==> src/rtl/fifo_decimation_pkg.sv <==
// fifo_decimation_pkg
// Shared sizing helpers and statistics arithmetic for fifo_decimation_sc.
//   addr_w(depth) : pointer width for a DEPTH-entry buffer
//   cnt_w(depth)  : fill-counter width able to hold 0..DEPTH
//   STALL_CNT_W   : width of the write-stall statistics counter
//   sat_inc(v)    : increment that sticks at all-ones
package fifo_decimation_pkg;

    localparam int STALL_CNT_W = 16;

    function automatic int addr_w(input int depth);
        return $clog2(depth);
    endfunction

    function automatic int cnt_w(input int depth);
        return $clog2(depth) + 1;
    endfunction

    function automatic logic [STALL_CNT_W-1:0] sat_inc(input logic [STALL_CNT_W-1:0] v);
        return (&v) ? v : v + 1'b1;
    endfunction

endpackage

==> src/rtl/fifo_decimation_sc_mem.sv <==
// fifo_decimation_sc_mem
// DEPTH x DATA_WIDTH storage array: synchronous write, asynchronous read.
//   clock : write clock
//   we    : write enable
//   waddr : write address
//   wdata : write data
//   raddr : read address
//   rdata : word at raddr (combinational)
module fifo_decimation_sc_mem
    import fifo_decimation_pkg::*;
#(
    parameter int DATA_WIDTH = 32,
    parameter int DEPTH      = 16
) (
    input  logic                       clock,
    input  logic                       we,
    input  logic [addr_w(DEPTH)-1:0]   waddr,
    input  logic [DATA_WIDTH-1:0]      wdata,
    input  logic [addr_w(DEPTH)-1:0]   raddr,
    output logic [DATA_WIDTH-1:0]      rdata
);

    logic [DATA_WIDTH-1:0] mem [DEPTH];

    always_ff @(posedge clock) begin
        if (we) begin
            mem[waddr] <= wdata;
        end
    end

    assign rdata = mem[raddr];

endmodule

==> src/rtl/fifo_decimation_sc.sv <==
// fifo_decimation_sc
// Single-clock show-ahead FIFO with write-side decimation (keep 1 of every
// N accepted beats), almost-full headroom, fill level and stall statistics.
// Optional feature macro: FIFO_DECIMATION_SC_STATUS_EN -- when defined,
// usedw and stall_count are live; otherwise both ports are tied to 0.
//   clock / reset                     : clock, synchronous active-high reset
//   decim_factor                      : keep 1 of N accepted writes (0,1 = all)
//   avalonmm_write_slave_*            : write port, waitrequest = almost full
//   avalonmm_read_slave_*             : read port, waitrequest = empty
//   usedw                             : fill level 0..DEPTH
//   stall_count                       : saturating count of write-stall cycles
module fifo_decimation_sc
    import fifo_decimation_pkg::*;
#(
    parameter int DATA_WIDTH = 32,
    parameter int DEPTH      = 16,
    parameter int HEADROOM   = 3,
    parameter int DECIM_W    = 8
) (
    input  logic                     clock,
    input  logic                     reset,
    input  logic [DECIM_W-1:0]       decim_factor,
    input  logic                     avalonmm_write_slave_write,
    input  logic [DATA_WIDTH-1:0]    avalonmm_write_slave_writedata,
    output logic                     avalonmm_write_slave_waitrequest,
    input  logic                     avalonmm_read_slave_read,
    output logic [DATA_WIDTH-1:0]    avalonmm_read_slave_readdata,
    output logic                     avalonmm_read_slave_waitrequest,
    output logic [$clog2(DEPTH):0]   usedw,
    output logic [STALL_CNT_W-1:0]   stall_count
);

    localparam int ADDR_W = addr_w(DEPTH);
    localparam int CNT_W  = cnt_w(DEPTH);
    localparam logic [CNT_W-1:0] FULL_TH = CNT_W'(DEPTH - HEADROOM);

    logic [ADDR_W-1:0]     wr_ptr, rd_ptr;
    logic [CNT_W-1:0]      level;
    logic [DECIM_W-1:0]    phase;
    logic [DECIM_W-1:0]    phase_last;
    logic [DATA_WIDTH-1:0] last_pop;
    logic [DATA_WIDTH-1:0] mem_rdata;
    logic                  wr_wait, rd_wait, wacc, racc, store;

    // Flags depend only on the registered fill level, never on the requests.
    assign wr_wait = (level >= FULL_TH);
    assign rd_wait = (level == '0);
    assign wacc    = avalonmm_write_slave_write & ~wr_wait;
    assign racc    = avalonmm_read_slave_read & ~rd_wait;
    assign store   = wacc && (phase == '0);

    // Last phase index of the decimation cycle; factor 0 behaves like 1.
    assign phase_last = (decim_factor == '0) ? '0 : decim_factor - 1'b1;

    always_ff @(posedge clock) begin
        if (reset) begin
            wr_ptr   <= '0;
            rd_ptr   <= '0;
            level    <= '0;
            phase    <= '0;
            last_pop <= '0;
        end else begin
            if (store) wr_ptr <= wr_ptr + 1'b1;
            if (racc) begin
                rd_ptr   <= rd_ptr + 1'b1;
                last_pop <= mem_rdata;
            end
            // ">=" so a factor lowered below the current phase wraps at once.
            if (wacc) phase <= (phase >= phase_last) ? '0 : phase + 1'b1;
            case ({store, racc})
                2'b10:   level <= level + 1'b1;
                2'b01:   level <= level - 1'b1;
                default: level <= level;
            endcase
        end
    end

    fifo_decimation_sc_mem #(
        .DATA_WIDTH (DATA_WIDTH),
        .DEPTH      (DEPTH)
    ) u_mem (
        .clock (clock),
        .we    (store),
        .waddr (wr_ptr),
        .wdata (avalonmm_write_slave_writedata),
        .raddr (rd_ptr),
        .rdata (mem_rdata)
    );

    // When empty, present the last word handed out rather than a stale slot.
    assign avalonmm_read_slave_readdata     = rd_wait ? last_pop : mem_rdata;
    assign avalonmm_read_slave_waitrequest  = rd_wait;
    assign avalonmm_write_slave_waitrequest = wr_wait;

`ifdef FIFO_DECIMATION_SC_STATUS_EN
    logic [STALL_CNT_W-1:0] stall_q;

    always_ff @(posedge clock) begin
        if (reset) begin
            stall_q <= '0;
        end else if (avalonmm_write_slave_write && wr_wait) begin
            stall_q <= sat_inc(stall_q);
        end
    end

    assign usedw       = level;
    assign stall_count = stall_q;
`else
    assign usedw       = '0;
    assign stall_count = '0;
`endif

endmodule

==> config.mk <==
export PLATFORM = sky130hd
export DESIGN_NAME = fifo_decimation_sc
export DESIGN_NICKNAME = d
export VERILOG_FILES = /design/src/rtl/fifo_decimation_pkg.sv /design/src/rtl/fifo_decimation_sc_mem.sv /design/src/rtl/fifo_decimation_sc.sv
export SDC_FILE = /design/constraint.sdc
export NUM_CORES = 1
export LEC_CHECK = 0
export CAP_MARGIN = 10
export CORE_ASPECT_RATIO = 1.75
export CORE_MARGIN = 2
export CORE_UTILIZATION = 65
export CTS_CLUSTER_DIAMETER = 150
export DETAILED_ROUTE_END_ITERATION = 10
export GPL_TIMING_DRIVEN = 0
export PLACE_DENSITY_LB_ADDON = 0.1
export SKIP_CTS_REPAIR_TIMING = 1
export SLEW_MARGIN = 20
export SYNTH_ARGS = -nofsm -noshare
export SYNTH_HDL_FRONTEND = slang
export SYNTH_SLANG_ARGS = --single-unit
==> constraint.sdc <==
create_clock -name clock -period 6.5 [get_ports clock]
set_input_delay 0.65 -clock clock [delete_from_list [all_inputs] [get_ports clock]]
set_output_delay 0.65 -clock clock [all_outputs]
set_load 0.02 [all_outputs]
Word level (Yosys, flattened, before mapping)

Memories as Yosys holds them, arrays and structs flattened. A register that Yosys moved wholly into a read port is not among the register bits.
Index checks and enable logic that the tools add are counted.

Input port bits: 44
Flip-flop bits (word level): 53
Bits in writable memories: 512
Memories kept: 1

Eq/ne operators: 2
Add/sub/neg operators: 6
Bitwise operators: 4
Magnitude comparators: 2
Reductions and logical operators: 5
Mux-type cells: 8

Memories:

| memory    | words | width | read ports | clocked after memory_dff | wr ports | RTL line                     | RTL |
|---|---|---|---|---|---|---|---|
| u_mem.mem | 16    | 32    | 1          | 1                        | 1        | fifo_decimation_sc_mem.sv:23 | `logic [DATA_WIDTH-1:0] mem [DEPTH];` |

Operators by type and width:

| kind                | number |
|---|---|
| $mux 32             | 1 |
| $logic_not 8->1     | 2 |
| $mux 8              | 2 |
| $pmux 5 s2          | 1 |
| $add 4x1->4 const B | 2 |
| $add 8x1->8 const B | 1 |
| $ge 8x8->1          | 1 |
| $mux 4              | 2 |
| $sub 8x1->8 const B | 1 |
| $add 5x1->5 const B | 1 |
| $ge 5x4->1 const B  | 1 |
| $logic_not 5->1     | 1 |
| $sub 5x1->5 const B | 1 |
| $and 1x1->1         | 2 |
| $eq 2x1->1 const B  | 1 |
| $eq 2x2->1 const B  | 1 |
| $mux 1              | 2 |
| $not 1->1           | 2 |
| $reduce_bool 2->1   | 1 |
| $logic_and 1x1->1   | 1 |

Depth between registers and ports, before layout

Depth after elaboration: 6
Depth in mapped cells: 16

By module

From an unflattened synthesis, not the netlist that was laid out.

Cell total of the unflattened synthesis: 1,166
Area, all modules: 22,228.8 um2

Modules (own cells, without submodules):

| module                 | sequential area each (um2) | area each (um2) | times used | cells each |
|---|---|---|---|---|
| fifo_decimation_sc_mem | 15,374.7                   | 19,213.4        | 1          | 806 |
| fifo_decimation_sc     | 1,061.0                    | 3,015.4         | 1          | 360 |

Worst setup path before layout

Ideal clock, no wire load.

Kind: register -> register
Start point: register phase[2]
End point: memory u_mem.mem[0][0], enable pin
Arrival time: 3,660 ps
Buffers on the path: 1
Library setup time: 461 ps
Path slack: 2,379 ps
Required time: 6,039 ps
Cell stages (with the launch flop): 7
Period minus slack after synthesis: 4,121 ps
Cell sequence: dfxtp_1 or4_4 nor3b_2 and3_1 buf_6 nand2_1 nor3_1

Cells in the longest elaborated chain, start to end: 4

RTL lines:

| element                      | RTL line                     | RTL |
|---|---|---|
| start: declaration           | fifo_decimation_sc.sv:39     | `logic [DECIM_W-1:0] phase;` |
| start signal: assignment     | fifo_decimation_sc.sv:69     | `if (wacc) phase <= (phase >= phase_last) ? '0 : phase + 1'b1;` |
| $logic_not 8->1              | fifo_decimation_sc.sv:50     | `assign store = wacc && (phase == '0);` |
| $logic_and 1x1->1            | fifo_decimation_sc.sv:50     |  |
| $mux 1                       | fifo_decimation_sc_mem.sv:26 | `if (we) begin` |
| $mux 1 (implied by the code) | fifo_decimation_sc_mem.sv:27 | `mem[waddr] <= wdata;` |
| end: declaration             | fifo_decimation_sc_mem.sv:23 |  |

Every way passes these cells.

==> flow_summary.json <==
{
  "areaGrowthSynthToFinish_pct": 15.8,
  "path_max_fanout": 10,
  "crit_slowest_cell": "clkbuf_1",
  "cts_sinks": 569,
  "r2r_slack_ns": 3.02,
  "path_delay_family": "buffers and inverters",
  "dpl.hpwl_microns": 32000,
  "min_period_over_period_pct": 69.1,
  "rsz0062_at_grt": "false",
  "drive_gt1_share_pct": 23.8,
  "hold_viol": 0,
  "ys_seq_elements": 569,
  "rr_startpoint": "level[1]",
  "end_kind": "output port",
  "crit_chain": "clkbuf_1 -> clkbuf_1 -> mux4_2 -> a22oi_1 -> nand2_1 -> mux2_2 -> clkdlybuf4s50_1",
  "status": "completed",
  "min_delay_path_depth": 1,
  "fin_nets": 1381,
  "slew_viol_final": 0,
  "synth_common_cells": "edfxtp_1, mux4_2, a22oi_1",
  "drcViolationCount": 0,
  "critPathKind": "flop to output port",
  "antenna-diode-count": 0,
  "cts_root_buffer": "clkbuf_16",
  "drv_cap": 0,
  "syn_inst": 1139,
  "h-tree-depth": 2,
  "dp_slack_ns": 2.59,
  "synth_cell_types": 45,
  "rr_endpoint": "level[4]",
  "fillCellCount": 1855,
  "antenna_found_initial": 0,
  "die_y_microns": 249,
  "synth_area_per_cell_sq_um": 19.6,
  "syn_area_sq_um": 22300,
  "routedWlPerCell_microns": 27.7,
  "first_global_vias": 12200,
  "pin_count": 99,
  "peakVddDrop_uv": 398,
  "relSlewSlack_pct": 33.0,
  "cts_buffer_depth": 3,
  "ys_seq_area_share_pct": 74.1,
  "gr-total-overflow": 0,
  "dieArea_sq_um": 35900,
  "powerDensity_nw_per_um2": 366,
  "synthTopCellsByArea": "edfxtp_1, mux4_2, dfxtp_1",
  "skew_ns": 0.0144,
  "cp.required_ns": 5.85,
  "grt_usage_pct": 29.1,
  "max_freq_ghz": 0.223,
  "yosysMostFrequentCell": "edfxtp_1",
  "cpMostUsedCell": "clkbuf_1",
  "async_flop_share_pct": 0,
  "path_clk_slew_ns": 0.07,
  "regArea_sq_um": 16500,
  "avgViaCountPerCell": 6.45,
  "vias": 11700,
  "worstPathArrival_ns": 3.84,
  "final_area_sq_um": 25800,
  "p_leak_nw": 8.35,
  "ant_nets": 0,
  "setup_ws_ns": 2.01,
  "io_buffers": 76,
  "dpl_cell_area_sq_um": 24300,
  "detail_route.first_pass.iterations": 6,
  "gp_congestion": 0.769,
  "clk_latency_ns": 0.57,
  "hold_end": "last_pop[6]",
  "core_sq_um": 33700,
  "hold_path.class": "flop to flop",
  "tightest_slew_ns": 1.01,
  "reg2regPathDepth": 16,
  "die_w_microns": 144,
  "multiInputGateArea_sq_um": 5500,
  "cts_tree": "done",
  "grt_pass1_wl_microns": 74900,
  "final-setup-viol-count": 0,
  "synth.top_cell.area_share_pct": 68.9,
  "post-route-min-period_ns": 4.49,
  "yosysTopAreaCell": "edfxtp_1",
  "yosys_warnings": 0,
  "slowest_delay_ns": 0.81,
  "holdCritStartpoint": "last_pop[6]",
  "grt_max_degree": 19,
  "start_kind": "flop",
  "synth_edf_count": 512,
  "crit_buf_inv": 3,
  "synthFlopType": "edfxtp_1",
  "initial_utilization_pct": 66.1,
  "p_total_mw": 9.44,
  "cts-buffers-inserted": 47,
  "drt_iter0_drc": 1114,
  "num_rows": 89,
  "finalWirelength_microns": 50200
}
cell type report:
class	instances	share of cell area, %
repair buffers	109	4.92
well taps	455	2.20
multi-input cells	494	21.3
clock buffers	59	4.93
clock inverters	29	0.862
inverters	10	0.155
flip-flops and latches	569	64.0
plain buffers	86	1.66
worst max path at each step:
stage / startpoint / cells past startpoint / endpoint
final: flop / 7 / avalonmm_read_slave_readdata[17]
after global routing: flop / 7 / avalonmm_read_slave_readdata[17]
after CTS: flop / 7 / avalonmm_read_slave_readdata[17]
after detailed placement: flop / 7 / avalonmm_read_slave_readdata[17]
after global placement: avalonmm_write_slave_write / 8 / u_mem.mem[2][17]
after floorplan: phase[2] / 6 / u_mem.mem[0][0]
through the flow:
stage | std cells | setup TNS [ns] | hold slack, ns | util, %
floorplan | 1159 | 0 | 0.437 | -
global placement | 1690 | -83.61 | 0.450 | 70.3
detailed placement | 1723 | 0 | 0.453 | 72.1
CTS | 1811 | 0 | 0.476 | 76.5
global route | 1811 | 0 | 0.487 | 76.5
finish | 1811 | 0 | 0.469 | 76.5
sequential cells by signal (all words and copies together) (netlist names), named ones only:
signal	cells
last_pop	32
level	5
phase	8
rd_ptr	4
u_mem.mem	512
wr_ptr	4
kinds of logic (layout without fill, tap and decap cells):
group,count (synthesis),in the layout,synth area share (%)
buffers and inverters,96,293,2.10
and+or+nand+nor,147,147,3.15
AOI/OAI and AO/OA,128,128,4.27
adders and majority gates,20,20,1.12
DFF,569,569,74.1
other,1,21,0.0168
muxes,166,166,14.8
xor gates and xnor gates,12,12,0.471
power by group:
group          leakage [nW]  switching [mW]  total, mW  internal (mW)
Clock                 0.736            1.28       2.77           1.49
Sequential             5.08          0.0921       4.30           4.21
Combinational          2.53            1.34       2.37           1.04
Total                  8.35            2.71       9.44           6.73
cells in the final DEF (no fill, tap or decap), drive strengths merged, types with 7 or more instances in the layout:
master / count
a21oi: 11
a22o: 32
a22oi: 65
a31oi: 8
buf: 72
clkbuf: 106
clkdlybuf4s50: 76
clkinv: 21
conb: 21
dfxtp: 57
edfxtp: 512
ha: 20
inv: 15
mux2: 33
mux4: 128
nand2: 58
nand2b: 7
nand3: 9
nor2: 32
nor3: 11
xor2: 9
metal layers:
layer | vias up | track usage [%] | wire length (microns)
met4 | 0 | 11.1 | 1840
met1 | 6048 | 38.0 | 18500
met2 | 548 | 49.8 | 26600
met5 | - | 0 | 0
li1 | 4974 | - | -
met3 | 110 | 4.23 | 3240
Power figures use the tool's default switching activity.
